## src/rtl/debounce_pkg.sv

```systemverilog
// Shared types and helpers for the four-key debouncer.
// The optional KEY_ONEHOT_EN build uses lowest_one() for request arbitration.
package debounce_pkg;

    localparam int unsigned NUM_KEYS = 4;

    typedef enum logic [1:0] {
        IDLE   = 2'd0,
        CHK_HI = 2'd1,
        HELD   = 2'd2,
        CHK_LO = 2'd3
    } state_t;

    // Isolate the lowest set bit of a key vector
    function automatic logic [NUM_KEYS-1:0] lowest_one(input logic [NUM_KEYS-1:0] x);
        return x & (~x + NUM_KEYS'(1));
    endfunction

endpackage

```

## src/rtl/debounce_chan.sv

```systemverilog
// One debounce channel: 2-FF synchroniser, stability counter and level FSM.
// rise is a combinational strobe, high in the cycle whose edge raises lvl.
module debounce_chan
    import debounce_pkg::*;
#(
    parameter int unsigned CNT_W      = 16,
    parameter int unsigned STABLE_CNT = 50000
) (
    input  logic clk,
    input  logic rst,
    input  logic raw,
    output logic lvl,
    output logic rise
);

    localparam logic [CNT_W-1:0] LAST   = CNT_W'(STABLE_CNT - 1);
    localparam logic             SINGLE = (STABLE_CNT == 1);

    logic             sync1;
    logic             sync2;
    state_t           state;
    logic [CNT_W-1:0] cnt;

    // Synchroniser, stability counter and level FSM
    always_ff @(posedge clk) begin
        if (rst) begin
            sync1 <= 1'b0;
            sync2 <= 1'b0;
            state <= IDLE;
            cnt   <= '0;
            lvl   <= 1'b0;
        end else begin
            sync1 <= raw;
            sync2 <= sync1;
            case (state)
                IDLE: begin
                    if (sync2) begin
                        if (SINGLE) begin
                            state <= HELD;
                            lvl   <= 1'b1;
                        end else begin
                            state <= CHK_HI;
                            cnt   <= CNT_W'(1);
                        end
                    end
                end
                CHK_HI: begin
                    if (!sync2) begin
                        state <= IDLE;
                        cnt   <= '0;
                    end else if (cnt == LAST) begin
                        state <= HELD;
                        lvl   <= 1'b1;
                        cnt   <= '0;
                    end else begin
                        cnt <= cnt + CNT_W'(1);
                    end
                end
                HELD: begin
                    if (!sync2) begin
                        if (SINGLE) begin
                            state <= IDLE;
                            lvl   <= 1'b0;
                        end else begin
                            state <= CHK_LO;
                            cnt   <= CNT_W'(1);
                        end
                    end
                end
                CHK_LO: begin
                    if (sync2) begin
                        state <= HELD;
                        cnt   <= '0;
                    end else if (cnt == LAST) begin
                        state <= IDLE;
                        lvl   <= 1'b0;
                        cnt   <= '0;
                    end else begin
                        cnt <= cnt + CNT_W'(1);
                    end
                end
                default: begin
                    state <= IDLE;
                    cnt   <= '0;
                    lvl   <= 1'b0;
                end
            endcase
        end
    end

    // Press accepted on the coming edge
    assign rise = sync2 && (((state == IDLE) && SINGLE) ||
                            ((state == CHK_HI) && (cnt == LAST)));

endmodule

```

## src/rtl/key_debounce4.sv

```systemverilog
// Four-key debouncer with latched press requests for the 4-to-2 encoder.
// Define KEY_ONEHOT_EN to keep at most one request bit set (lowest index wins).
module key_debounce4
    import debounce_pkg::*;
#(
    parameter int unsigned CNT_W      = 16,
    parameter int unsigned STABLE_CNT = 50000
) (
    input  logic                clk,
    input  logic                rst,
    input  logic [NUM_KEYS-1:0] key_in,
    input  logic [NUM_KEYS-1:0] key_ack,
    output logic [NUM_KEYS-1:0] key_lvl,
    output logic [NUM_KEYS-1:0] key_req,
    output logic                key_any
);

    logic [NUM_KEYS-1:0] rise;
    logic [NUM_KEYS-1:0] req_next;

    for (genvar i = 0; i < NUM_KEYS; i++) begin : g_chan
        debounce_chan #(
            .CNT_W      (CNT_W),
            .STABLE_CNT (STABLE_CNT)
        ) u_chan (
            .clk  (clk),
            .rst  (rst),
            .raw  (key_in[i]),
            .lvl  (key_lvl[i]),
            .rise (rise[i])
        );
    end

    // Next request vector: new presses set, acks clear, set beats ack
    always_comb begin
        req_next = key_req & ~key_ack;
`ifdef KEY_ONEHOT_EN
        if ((req_next == '0) && (rise != '0)) begin
            req_next = lowest_one(rise);
        end
`else
        req_next = req_next | rise;
`endif
    end

    // Request latch and registered any-request flag
    always_ff @(posedge clk) begin
        if (rst) begin
            key_req <= '0;
            key_any <= 1'b0;
        end else begin
            key_req <= req_next;
            key_any <= |key_req;
        end
    end

endmodule

```

## config.mk

```make
export PLATFORM = sky130hd
export DESIGN_NAME = key_debounce4
export DESIGN_NICKNAME = d
export VERILOG_FILES = /design/src/rtl/debounce_pkg.sv /design/src/rtl/debounce_chan.sv /design/src/rtl/key_debounce4.sv
export SDC_FILE = /design/constraint.sdc
export NUM_CORES = 1
export LEC_CHECK = 0
export CORE_ASPECT_RATIO = 1.2
export CORE_MARGIN = 2
export CORE_UTILIZATION = 59
export DETAILED_ROUTE_END_ITERATION = 10
export MAX_ROUTING_LAYER = met4
export PLACE_DENSITY = 0.79
export SYNTH_ARGS = -nofsm -noshare
export SYNTH_HDL_FRONTEND = slang
export SYNTH_SLANG_ARGS = --single-unit
```

## constraint.sdc

```tcl
create_clock -name clk -period 4.9 [get_ports clk]
set_input_delay 0.735 -clock clk [delete_from_list [all_inputs] [get_ports clk]]
set_output_delay 0.735 -clock clk [all_outputs]
set_load 0.02 [all_outputs]
```

==> metrics.cfg <==
[synth]
yosys_warnings = 0
synth_edf_count = 0
synth.distinct_cells = 60
synthCells = 508
syn_avg_cell_area_sq_um = 8.43
yosysSeqAreaShare = 0.416
syn_area_sq_um = 4280
ys_seq_elements = 89
syn_nets = 522
async_reset_ff_frac = 0
synth_ff_type = dfxtp_1

[global_route]
grt_antenna_before_repair = 0
grt_most_used_layer = met2
grt_max_degree = 51
grtUsageMet3 = 0.0455
overflow = 0
grt_pass1_vias = 3320
grt_pass1_wl_mm = 14.6
use_met1 = 0.296
gr-usage-met2 = 0.364
gr-usage-all-layers = 0.233

[final_layout]
antenna-diode-count = 0
layout_commonest_cell = dfxtp_1
final_cell_mix = dfxtp_1, nand2_1, nor2_1
fin_area_sq_um = 4680
area_growth_pct = 9.23
nNetsFinal = 527
drive_above_1_share = 0.0716

[sta]
fin_crit_ns = 2.32
slew-limit-headroom = 0.424
finalMaxSlewViolations = 0
finalHoldViolCount = 0
finalSetupViolations = 0
worst_slew_pin_slew_ns = 0.857
rsz0062_at_grt = false
fmax_mhz = 431
fin_tns_setup_ns = 0
skew_ns = 0.0134
fin_crit_sh = 0.473

[run]
drv_cap = 0

[worst_setup_path]
r2r_slack_ns = 2.61
crit_required_ns = 5.19
start_kind = input port
worstRegToRegCells = 5
end_kind = register
rr_endpoint = g_chan[1].u_chan.cnt[5]$_SDFFE_PP0P_
worstPathArrival_ns = 2.61
path_max_fanout = 50
critPathKind = input port to register

[clock_tree]
insertion_delay_ns = 0.36
hold_buffers = 0
post_cts_buffers = 0
cts_tree = yes
ctsResizeCount = 0
cts.sinks = 89
cts_max_path_buffers = 2
cts_buffers = 9
cts_htree_levels = 3
root_buffer = clkbuf_8
path_clk_slew_ns = 0.09

[power]
leakage_nw = 1.55
peakVddDrop_mv = 0.230
power-per-cell-area_nw_per_um2 = 298

[die]
ios = 19
die_y_um = 97.3
num_rows = 34
core_area_sq_um = 7150
fp.dieW_um = 81.8
die-area_sq_um = 7960
initial_utilization = 0.599

[drt]
avgViaCountPerCell = 6.01
vias = 3648
antenna_left = 0
drc = 0
wire_per_inst_um = 14.3
drt-total-wl_mm = 8.65
drt_pass1_iterations = 4
drtIter0Drc = 179

[placement]
gp_congestion = 0.869
placed_area_sq_um = 4450
hpwl_mm = 5.76
numPortBuffers = 18

[hold_path]
holdPathEnd = g_chan[3].u_chan.sync2$_SDFF_PP0_
whs_path_depth = 1
holdCritStartpoint = g_chan[3].u_chan.sync1$_SDFF_PP0_
hold_class = register to register

[outcome]
outcome = completed

state kept, by name (all words and copies together) (netlist names), named ones only:
signal	count
g_chan.u_chan.cnt	64
g_chan.u_chan.lvl	4
g_chan.u_chan.state	4
g_chan.u_chan.sync1	4
g_chan.u_chan.sync2	4
key_any	1
key_req	4
where the power goes:
group	switching [mW]	internal [mW]	leakage, nW
logic	0.0342	0.0263	0.715
clock network	0.254	0.334	0.115
registers	0.0117	0.733	0.720
total	0.300	1.09	1.55
worst max path at each step:
stage | start | end | slack (ns) | cells after the start
finish | rst | g_chan[1].u_chan.cnt[5]$_SDFFE_PP0P_ | 2.58 | 5
global route | register | g_chan[1].u_chan.cnt[5]$_SDFFE_PP0P_ | 2.35 | 5
CTS | g_chan[0].u_chan.cnt[4]$_SDFFE_PP0P_ | g_chan[0].u_chan.cnt[10]$_SDFFE_PP0P_ | 2.63 | 5
detailed placement | rst | g_chan[1].u_chan.cnt[5]$_SDFFE_PP0P_ | 2.25 | 5
global placement | rst | g_chan[1].u_chan.cnt[13]$_SDFFE_PP0P_ | 2.33 | 5
floorplan | g_chan[1].u_chan.cnt[7]$_SDFFE_PP0P_ | g_chan[1].u_chan.cnt[11]$_SDFFE_PP0P_ | 2.93 | 6
worst max-delay path: stages:
cell      delay (ns)
buf_2           0.36
nand3b_1        0.37
nor2_1          0.71
o21ai_0         0.21
a31oi_1         0.22
synthesized netlist by cell type (all sizes together) (6+ instances only):
cell type / instances / area [sq um]
nor4: 7 / 73.8
and3: 6 / 40.0
nor2b: 10 / 62.6
and4: 7 / 61.3
inv: 15 / 56.3
nor2: 40 / 153
a211oi: 7 / 52.6
buf: 12 / 82.6
nand4b: 7 / 61.3
dfxtp: 89 / 1780
or3: 18 / 119
a31oi: 22 / 138
xnor2: 7 / 61.3
a21oi: 36 / 180
xor2: 13 / 121
nand3: 27 / 135
nand4: 15 / 93.8
o21ai: 36 / 184
nand2: 41 / 154
clkbuf: 13 / 48.8
nor3: 18 / 95.1
layout make-up:
cell class | instances | area (sq um)
multi-input combinational | 379 | 2310
inverter | 15 | 56.3
clock inverter | 6 | 108
timing repair buffer | 19 | 183
tap | 90 | 113
clock buffer | 9 | 124
sequential | 89 | 1780
fill | 605 | 2470
per-layer routing:
metal / vias to the layer above / wire length (um)
li1: 1865 / -
met1: 1703 / 3990
met2: 64 / 4190
met3: 16 / 323
met4: 0 / 148
met5: - / 0
cells by family (layout without fill, tap and decap cells):
group,Yosys count,after routing,synth area share
compound gates,124,124,0.172
xor+xnor,20,20,0.0427
fa+ha+maj,4,4,0.0117
buf+inv,40,49,0.0438
flops,89,89,0.416
mux,5,5,0.0117
simple gates,226,226,0.302
per-stage QoR:
stage,utilization,power [mW],hold WS (ns),std cells,setup WS (ns)
finish,0.655,1.39,0.443,607,2.58
global route,0.655,1.45,0.463,607,2.35
CTS,0.655,1.41,0.445,607,2.63
detailed placement,0.622,0.822,0.426,592,2.25
global placement,0.622,0.820,0.420,592,2.33
floorplan,-,0.805,0.414,508,2.93
Note: power is estimated with default switching activity, not from simulation.
